==> src/rtl/spi_mem_pkg.sv <==
// Shared constants and state encoding for the SPI byte-read/write memory responder.
package spi_mem_pkg;

  localparam logic [7:0] CMD_READ_DEF    = 8'h03;
  localparam logic [7:0] CMD_WRITE_DEF   = 8'h02;
  localparam int         SYNC_STAGES_DEF = 2;
  localparam int         BIT_CNT_W       = 3;

  typedef enum logic [2:0] {
    ST_IDLE    = 3'd0,
    ST_CMD     = 3'd1,
    ST_ADDR_HI = 3'd2,
    ST_ADDR_LO = 3'd3,
    ST_RD_DATA = 3'd4,
    ST_WR_DATA = 3'd5,
    ST_IGNORE  = 3'd6
  } state_t;

endpackage

==> src/rtl/spi_mem_responder_sync.sv <==
// Multi-flop synchroniser for one asynchronous SPI pin, with rise/fall pulses
// derived from the synchronised level.
module spi_sync_edge
  import spi_mem_pkg::*;
#(
  parameter int SYNC_STAGES = SYNC_STAGES_DEF
) (
  input  logic clk,
  input  logic din,
  output logic dout,
  output logic rise,
  output logic fall
);

  logic [SYNC_STAGES-1:0] sync_q;
  logic                   prev_q;

  // The chain is deliberately not reset so that a line already low at reset
  // release produces no edge.
  always_ff @(posedge clk) begin
    sync_q <= {sync_q[SYNC_STAGES-2:0], din};
    prev_q <= sync_q[SYNC_STAGES-1];
  end

  assign dout = sync_q[SYNC_STAGES-1];
  assign rise = dout & ~prev_q;
  assign fall = ~dout & prev_q;

endmodule

==> src/rtl/spi_mem_responder.sv <==
// SPI mode-0 target: opcode, 16-bit address, then streaming read/write data
// bytes against a synchronous byte-wide memory port.
module spi_mem_responder
  import spi_mem_pkg::*;
#(
  parameter int         ADDR_W      = 16,
  parameter logic [7:0] CMD_READ    = CMD_READ_DEF,
  parameter logic [7:0] CMD_WRITE   = CMD_WRITE_DEF,
  parameter int         SYNC_STAGES = SYNC_STAGES_DEF
) (
  input  logic              clk,
  input  logic              rst,
  input  logic              spi_cs_n,
  input  logic              spi_sck,
  input  logic              spi_mosi,
  output logic              spi_miso,
  output logic              spi_miso_oe,
  output logic              busy,
  output logic [ADDR_W-1:0] mem_addr,
  output logic              mem_rd_en,
  input  logic [7:0]        mem_rd_data,
  output logic              mem_wr_en,
  output logic [7:0]        mem_wr_data
);

  logic cs_n_s, cs_rise, cs_fall;
  logic sck_s, sck_rise, sck_fall;
  logic mosi_s, mosi_rise, mosi_fall;
  logic unused_sync;

  spi_sync_edge #(.SYNC_STAGES(SYNC_STAGES)) u_sync_cs (
    .clk (clk),
    .din (spi_cs_n),
    .dout(cs_n_s),
    .rise(cs_rise),
    .fall(cs_fall)
  );

  spi_sync_edge #(.SYNC_STAGES(SYNC_STAGES)) u_sync_sck (
    .clk (clk),
    .din (spi_sck),
    .dout(sck_s),
    .rise(sck_rise),
    .fall(sck_fall)
  );

  spi_sync_edge #(.SYNC_STAGES(SYNC_STAGES)) u_sync_mosi (
    .clk (clk),
    .din (spi_mosi),
    .dout(mosi_s),
    .rise(mosi_rise),
    .fall(mosi_fall)
  );

  assign unused_sync = ^{sck_s, mosi_rise, mosi_fall};

  state_t               state, state_d;
  logic [BIT_CNT_W-1:0] bit_cnt;
  logic [14:0]          rx_sr;
  logic [7:0]           tx_sr;
  logic                 is_rd;
  logic                 rd_cap_p1;

  logic                 cs_end;
  logic                 last_bit;
  logic                 rx_shift;
  logic                 cmd_done;
  logic                 addr_load;
  logic                 rd_first;
  logic                 rd_next;
  logic                 wr_start;
  logic                 tx_drive;
  logic [7:0]           rx_byte;
  logic [15:0]          addr_full;

  assign rx_byte   = {rx_sr[6:0], mosi_s};
  assign addr_full = {rx_sr, mosi_s};
  assign last_bit  = (bit_cnt == '1);
  // A deselect always wins over any SCK edge seen in the same cycle.
  assign cs_end    = cs_rise | (cs_n_s & (state != ST_IDLE));

  always_ff @(posedge clk) begin
    if (rst) state <= ST_IDLE;
    else     state <= state_d;
  end

  always_comb begin
    state_d   = state;
    rx_shift  = 1'b0;
    cmd_done  = 1'b0;
    addr_load = 1'b0;
    rd_first  = 1'b0;
    rd_next   = 1'b0;
    wr_start  = 1'b0;
    tx_drive  = 1'b0;
    if (cs_end) begin
      state_d = ST_IDLE;
    end else begin
      case (state)
        ST_IDLE: begin
          if (cs_fall) state_d = ST_CMD;
        end
        ST_CMD: begin
          rx_shift = sck_rise;
          if (sck_rise && last_bit) begin
            cmd_done = 1'b1;
            if (rx_byte == CMD_READ || rx_byte == CMD_WRITE) state_d = ST_ADDR_HI;
            else                                             state_d = ST_IGNORE;
          end
        end
        ST_ADDR_HI: begin
          rx_shift = sck_rise;
          if (sck_rise && last_bit) state_d = ST_ADDR_LO;
        end
        ST_ADDR_LO: begin
          rx_shift = sck_rise;
          if (sck_rise && last_bit) begin
            addr_load = 1'b1;
            rd_first  = is_rd;
            state_d   = is_rd ? ST_RD_DATA : ST_WR_DATA;
          end
        end
        ST_RD_DATA: begin
          rx_shift = sck_rise;
          rd_next  = sck_rise & last_bit;
          tx_drive = sck_fall;
        end
        ST_WR_DATA: begin
          rx_shift = sck_rise;
          wr_start = sck_rise & last_bit;
        end
        ST_IGNORE: begin
          state_d = ST_IGNORE;
        end
        default: begin
          state_d = ST_IDLE;
        end
      endcase
    end
  end

  // Shift registers: serial-in on SCK rise, serial-out on SCK fall
  always_ff @(posedge clk) begin
    if (rx_shift) rx_sr <= {rx_sr[13:0], mosi_s};
    if (rd_cap_p1 && state == ST_RD_DATA) tx_sr <= mem_rd_data;
    else if (tx_drive)                    tx_sr <= {tx_sr[6:0], 1'b0};
  end

  // Control, memory strobes and address counter
  always_ff @(posedge clk) begin
    if (rst) begin
      bit_cnt     <= '0;
      is_rd       <= 1'b0;
      rd_cap_p1   <= 1'b0;
      mem_rd_en   <= 1'b0;
      mem_wr_en   <= 1'b0;
      mem_addr    <= '0;
      mem_wr_data <= '0;
      spi_miso    <= 1'b0;
      spi_miso_oe <= 1'b0;
      busy        <= 1'b0;
    end else begin
      if (cs_end || state == ST_IDLE) bit_cnt <= '0;
      else if (rx_shift)              bit_cnt <= bit_cnt + BIT_CNT_W'(1);

      if (cmd_done) is_rd <= (rx_byte == CMD_READ);

      mem_rd_en <= rd_first | rd_next;
      mem_wr_en <= wr_start;
      // Read data arrives one cycle after the strobe and is captured the cycle after that.
      rd_cap_p1 <= mem_rd_en;

      if (wr_start) mem_wr_data <= rx_byte;

      if (addr_load)                  mem_addr <= addr_full[ADDR_W-1:0];
      else if (rd_next || mem_wr_en)  mem_addr <= mem_addr + ADDR_W'(1);

      spi_miso_oe <= (state_d == ST_RD_DATA);
      if (state_d != ST_RD_DATA) spi_miso <= 1'b0;
      else if (tx_drive)         spi_miso <= tx_sr[7];

      busy <= (state_d != ST_IDLE);
    end
  end

endmodule

==> config.mk <==
export PLATFORM = sky130hd
export DESIGN_NAME = spi_mem_responder
export DESIGN_NICKNAME = d
export VERILOG_FILES = /design/src/rtl/spi_mem_pkg.sv /design/src/rtl/spi_mem_responder_sync.sv /design/src/rtl/spi_mem_responder.sv
export SDC_FILE = /design/constraint.sdc
export NUM_CORES = 1
export LEC_CHECK = 0
export ABC_CLOCK_PERIOD_IN_PS = 2600
export CAP_MARGIN = 15
export CORE_MARGIN = 8
export CORE_UTILIZATION = 30
export CTS_BUF_LIST = sky130_fd_sc_hd__clkbuf_2 sky130_fd_sc_hd__clkbuf_4 sky130_fd_sc_hd__clkbuf_8
export DETAILED_ROUTE_END_ITERATION = 12
export PLACE_DENSITY = 0.63
export SETUP_SLACK_MARGIN = 0.02
export SLEW_MARGIN = 0
export SYNTH_ARGS = -nofsm -noshare
export SYNTH_HDL_FRONTEND = slang
export SYNTH_SLANG_ARGS = --single-unit
export TNS_END_PERCENT = 30
==> constraint.sdc <==
create_clock -name clk -period 2.6 [get_ports clk]
set_clock_uncertainty 0.1 [all_clocks]
set_input_delay 0.39 -clock clk [delete_from_list [all_inputs] [get_ports clk]]
set_output_delay 0.39 -clock clk [all_outputs]
set_load 0.01 [all_outputs]
; After elaboration in Yosys (flattened, before gate mapping)
; Index checks and enable logic that the tools add are counted.
[op_classes]
addsub = 2
mul = 0
div = 0
n_lt_le_gt_ge = 0
eq_ne = 11
n_shift = 0
muxes = 28
n_bitwise = 12
n_reduce_logical = 14
[op_table]
columns = operator, n
row1 = $mux 16, 2
row2 = $mux 3, 6
row3 = $pmux 3 s6, 1
row4 = $mux 1, 17
row5 = $add 16x1->16 const B, 1
row6 = $eq 8x2->1 const B, 2
row7 = $mux 8, 2
row8 = $eq 3x3->1 const B, 5
row9 = $and 1x1->1, 6
row10 = $eq 3x2->1 const B, 2
row11 = $reduce_bool 3->1, 2
row12 = $reduce_or 2->1, 3
row13 = $reduce_or 5->1, 1
row14 = $not 1->1, 4
row15 = $reduce_bool 2->1, 2
row16 = $add 3x1->3 const B, 1
row17 = $eq 3x1->1 const B, 1
row18 = $logic_not 3->1, 1
row19 = $logic_or 1x1->1, 3
row20 = $ne 3x3->1 const B, 1
row21 = $logic_and 1x1->1, 2
row22 = $or 1x1->1, 2
[totals]
reg_bits = 68
latch_bits = 0
mem_bits_rw = 0
rom_bits = 0
inputBits = 13
mem_count = 0

; Longest topological paths before layout
[logic_depth]
word_depth = 8
mapped_depth = 8

; Hierarchy
; Synthesis repeated with hierarchy kept, for this count alone.
[hier_totals]
hier_cells = 283
area_unflattened_um2 = 3030.4
[modules_own_cells]
columns = mod, n_inst, cells_per_inst, area_per_inst_um2
row1 = spi_mem_responder, 1, 268, 2805.2
row2 = spi_sync_edge, 3, 5, 75.1

; Least setup slack after synthesis
; OpenSTA, ideal clock, no wires.
[synth_path]
path_type = register -> register
start = register state[1]
end = register bit_cnt[1]
setup_time_ns = 0.115
arrival_ns = 2.225
required_time_ns = 2.385
path_slack_ns = 0.160
stages_incl_launch_ff = 5
n_path_buf = 0
period_less_slack_ns = 2.440
cell_sequence = dfxtp_1 > nor3_1 > a2111oi_2 > mux2i_1 > nor2_1
[synth_via]
word_cells_on_any_way = 14
classes_between = 5 x eq/ne / 2 x mux / 2 x bitwise / 5 x reduce/logical
[synth_rtl]
columns = element, line_no
row1 = "start, declared", spi_mem_responder.sv:57  ; state_t state, state_d;
row2 = "start signal, assigned", spi_mem_responder.sv:84  ; else state <= state_d;
row3 = $eq 3x3->1 (tied with other cells), spi_mem_responder.sv:99  ; case (state)
row4 = $reduce_or 5->1 (no source line) / $and 1x1->1 (equally long branches), -
row5 = $mux 1 / $or 1x1->1 (equally long branches), "spi_mem_responder.sv:99, spi_mem_responder.sv:80"
row6 = $mux 1 (*), spi_mem_responder.sv:96  ; if (cs_end) begin
row7 = via rx_shift, spi_mem_responder.sv:66  ; logic rx_shift;
row8 = "end signal, assigned", spi_mem_responder.sv:164  ; else if (rx_shift) bit_cnt <= bit_cnt + BIT_CNT_W'(1);
row9 = "end, declared", spi_mem_responder.sv:58  ; logic [BIT_CNT_W-1:0] bit_cnt;
; The timed path passes the listed nets; every way through them passes the cells marked *.
; A chain may end at the register's enable or synchronous reset.

; Worst setup path after layout
[layout_path]
start = register bit_cnt[0]
end = register mem_addr[8]
[layout_via]
elab_chain_len = 6
word_cells_on_any_way = 11
classes_between = 1 x eq/ne / 6 x mux / 1 x bitwise / 3 x reduce/logical
[layout_rtl]
columns = element, line_no
row1 = $eq 3x3->1 (*), spi_mem_responder.sv:78  ; assign last_bit = (bit_cnt == '1);
row2 = $logic_and 1x1->1 / $and 1x1->1 (equally long branches), "spi_mem_responder.sv:117, spi_mem_responder.sv:125"
row3 = $mux 1 (on tied branches), "spi_mem_responder.sv:117, spi_mem_responder.sv:99"
row4 = $mux 1 (on tied branches), "spi_mem_responder.sv:99, spi_mem_responder.sv:96"
row5 = $mux 1 / $logic_or 1x1->1 (equally long branches), "spi_mem_responder.sv:96, spi_mem_responder.sv:176"
row6 = $mux 16 / $reduce_bool 2->1 (equally long branches), -
row7 = "end signal, assigned", spi_mem_responder.sv:175  ; if (addr_load) mem_addr <= addr_full[ADDR_W-1:0];
row8 = "end signal, assigned", spi_mem_responder.sv:176  ; else if (rd_next || mem_wr_en) mem_addr <= mem_addr + ADDR_W'(1);
row9 = "end, declared", spi_mem_responder.sv:19  ; output logic [ADDR_W-1:0] mem_addr,
; Every way passes the cells marked *; elsewhere a longest branch is shown, timed or not.

==> impl_metrics.json <==
{
  "status": "completed",
  "cts_tree": "built",
  "drtIter0Drc": 153,
  "cp.required_ns": 2.75,
  "syn_inst": 267,
  "root_buffer": "clkbuf_8",
  "p_leak_nw": 1.31,
  "overflow": 0,
  "clk_pin_slew_ns": 0.07,
  "reg2reg_slack_ns": 0.30,
  "start_util_pct": 31.0,
  "dp.cells": 432,
  "cp_num_buf_inv": 0,
  "multi_input_area_mm2": 0.00121,
  "synth_fp_nets": 283,
  "cts_sinks": 68,
  "grt_max_degree": 28,
  "grtUsageTotal_pct": 10.9,
  "num_rows": 35,
  "power_frac_seq_pct": 54.5,
  "slew_viol_final": 0,
  "syn_avg_cell_area_um2": 10.8,
  "route.detailed.drc": 0,
  "synth_cell_types": 52,
  "endpoint_kind": "flip-flop",
  "postCtsResizedCells": 0,
  "min_path_cells": 0,
  "fin_crit_sh_pct": 88.4,
  "grt_antenna_before_repair": 0,
  "cts_max_path_buffers": 2,
  "cts_buffers": 9,
  "place_ws_ns": 0.301,
  "die-area_mm2": 0.0130,
  "post_cts_buffers": 0,
  "diodes": 0,
  "path_common_cell": "ha_1",
  "rsz0062_at_grt": "false",
  "dr_total_vias": 2278,
  "grt_first_pass_wirelength_um": 11400,
  "critPathTopFamily": "compound AO/OA/AOI/OAI gates",
  "synth_ff_type": "dfxtp_1",
  "first_global_vias": 2318,
  "ys_seq_elements": 68,
  "routed_wl_um": 6680,
  "drt-vias-per-instance": 5.08,
  "synth_largest_area_cell": "dfxtp_1",
  "worstHoldStart": "u_sync_cs.sync_q[0]",
  "layout_setup_ws_ns": 0.302,
  "clk_latency_ns": 0.34,
  "regArea_mm2": 0.00159,
  "utilization_pct": 39.6,
  "chipWidth_um": 114,
  "cp.arrival_ns": 2.45,
  "hpwl_um": 4760,
  "hold_class": "flip-flop to flip-flop",
  "netlist.area_leader.share_pct": 31.3,
  "max-vdd-ir-drop_mv": 0.392,
  "slowest_stage": "a22oi_1",
  "hold_path_end": "u_sync_cs.sync_q[1]",
  "p_sw_share_pct": 21.6,
  "power_density_mw_per_mm2": 555,
  "combPwrFrac_pct": 2.8,
  "r2r.worst_path.cells": 6,
  "period_minus_slack_ns": 2.30,
  "maxCapViolCount": 0,
  "critPathMaxFanout": 13,
  "power_mw": 2.04,
  "r2r-end": "mem_addr[8]",
  "p_int_mw": 1.60,
  "fin_tns_setup_ns": 0,
  "critical_path.startpoint": "bit_cnt[0]",
  "r2r_start": "bit_cnt[0]",
  "gp_congestion": 0.835,
  "placeableCoreArea_mm2": 0.00928,
  "cts_max_level": 3,
  "tightest_slew_ns": 0.912,
  "synth_seq_area_share_pct": 55.3,
  "fillers": 942,
  "synth_async_sr_flop_share_pct": 0,
  "switchingPower_mw": 0.440,
  "num-nets-final": 330,
  "power_frac_clock_pct": 42.7,
  "ctsHoldBuffers": 0,
  "max_stage_delay_ns": 0.70,
  "numPortBuffers": 41,
  "wl_per_cell_um": 14.9,
  "die_height_um": 114,
  "io_pins": 42,
  "slew_headroom_pct": 39.2,
  "cp_cell_sequence": "ha_1 -> ha_1 -> and4b_1 -> a22oi_1 -> o21ai_0 -> a311oi_1",
  "setup_violations": 0,
  "first_pass_iters": 4,
  "hold_viol_final": 0,
  "synth_edf_count": 23,
  "ys_warn_count": 0,
  "syn_area_mm2": 0.00288,
  "postRouteAntennaNets": 0,
  "startpoint_type": "flip-flop",
  "fmax_mhz": 435,
  "syn_to_final_growth_pct": 27.8,
  "worstSetupPathType": "flip-flop to flip-flop",
  "fin_cells": 448,
  "drive_gt1_share_pct": 11.9,
  "yosys-top-cells-area": "dfxtp_1 31%, edfxtp_1 24%, nor2_1 4.7%, mux2i_1 4.2%, a311oi_1 3.0%"
}
-- power groups by stage --
stage                     logic, mW  clock network [mW]  registers (mW)
after CTS                    0.0582               0.901            1.11
after detailed placement     0.0578                   0            1.14
final                        0.0578               0.870            1.11
after global routing         0.0632               0.937            1.11
after global placement       0.0571                   0            1.13
after floorplan              0.0295                   0            1.13
-- cell usage after synthesis, drive strengths merged, types with 2 or more instances --
library cell  number
buf                7
or4                6
nand3             14
a311oi            10
inv                6
o31ai              5
ha                 3
edfxtp            23
and2               2
nor4               4
a2111o             2
nand2b             3
a22oi              3
clkbuf             8
a21oi              3
nand4b             3
or3                6
mux2               7
xnor2              2
a211oi             2
dfxtp             45
mux2i             12
nor2              36
nor2b              2
nor3               3
nand4              8
o21a               2
nand2             11
o21ai              8
and4               2
-- cell type report --
type	instances	share of cell area (%)
multi-input cells	178	33.0
clock buffers	10	3.75
flip-flops and latches	68	43.3
inverters	6	0.613
well taps	129	4.39
clock inverters	6	1.74
repair buffers	51	13.2
-- kinds of logic (layout without fill, tap and decap cells) --
kind of cell / after synthesis / after routing / share of synthesized area (%)
multiplexers: 19 / 19 / 6.92
AND/OR/NAND/NOR: 107 / 107 / 20.3
XOR/XNOR: 3 / 3 / 0.914
AO/OA/AOI/OAI: 46 / 46 / 12.3
adder cells (fa/ha/maj): 3 / 3 / 1.31
buffers and inverters: 21 / 73 / 2.96
flip-flops: 68 / 68 / 55.3
-- cell usage in the layout, fill, tap and decap left out, types with 2 or more instances in the layout --
cell	n
a2111o_1	2
a211oi_1	2
a21oi_1	2
a22oi_1	3
a311oi_1	10
and2_1	2
and4_1	2
buf_4	10
clkbuf_8	10
clkdlybuf4s50_1	41
clkinv_2	2
clkinvlp_4	2
dfxtp_1	45
edfxtp_1	23
ha_1	3
inv_1	6
mux2_2	7
mux2i_1	12
nand2_1	11
nand2b_1	3
nand3_1	14
nand4_1	8
nand4b_1	3
nor2_1	36
nor2b_1	2
nor3_1	3
nor4_1	3
o21a_1	2
o21ai_0	8
o31ai_1	5
or3_1	6
or4_1	6
xnor2_1	2
-- worst max path at each step --
stage,to,slack [ns],cells after the start
global placement,mem_addr[8],0.38,6
floorplan,bit_cnt[1],0.16,4
detailed placement,mem_addr[8],0.30,6
CTS,mem_addr[4],0.29,6
finish,mem_addr[8],0.30,6
global route,mem_addr[8],0.09,6
-- state kept, by name, indices dropped and copies added (netlist names) --
name	flops
bit_cnt	3
busy	1
is_rd	1
mem_addr	16
mem_rd_en	1
mem_wr_data	8
mem_wr_en	1
rd_cap_p1	1
rx_sr	15
spi_miso	1
spi_miso_oe	1
state	3
tx_sr	8
u_sync_cs.prev_q	1
u_sync_cs.sync_q	2
u_sync_mosi.sync_q	2
u_sync_sck.prev_q	1
u_sync_sck.sync_q	2
-- stage by stage --
| stage | instance area (µm²) | hold slack, ns |
|---|---|---|
| after floorplan | 2880 | 0.210 |
| after CTS | 3670 | 0.235 |
| after global placement | 3470 | 0.213 |
| after global routing | 3670 | 0.238 |
| final | 3670 | 0.232 |
| after detailed placement | 3470 | 0.217 |
-- metal layers --
metal  vias up  track usage [%]  part of all wire (%)
met5         -                0                     0
met4         0             3.64                   1.3
met3        12             4.28                   7.5
met2        65             16.6                    45
met1      1098             13.7                    46
li1       1103                -                     -
Power figures use the tool's default switching activity.
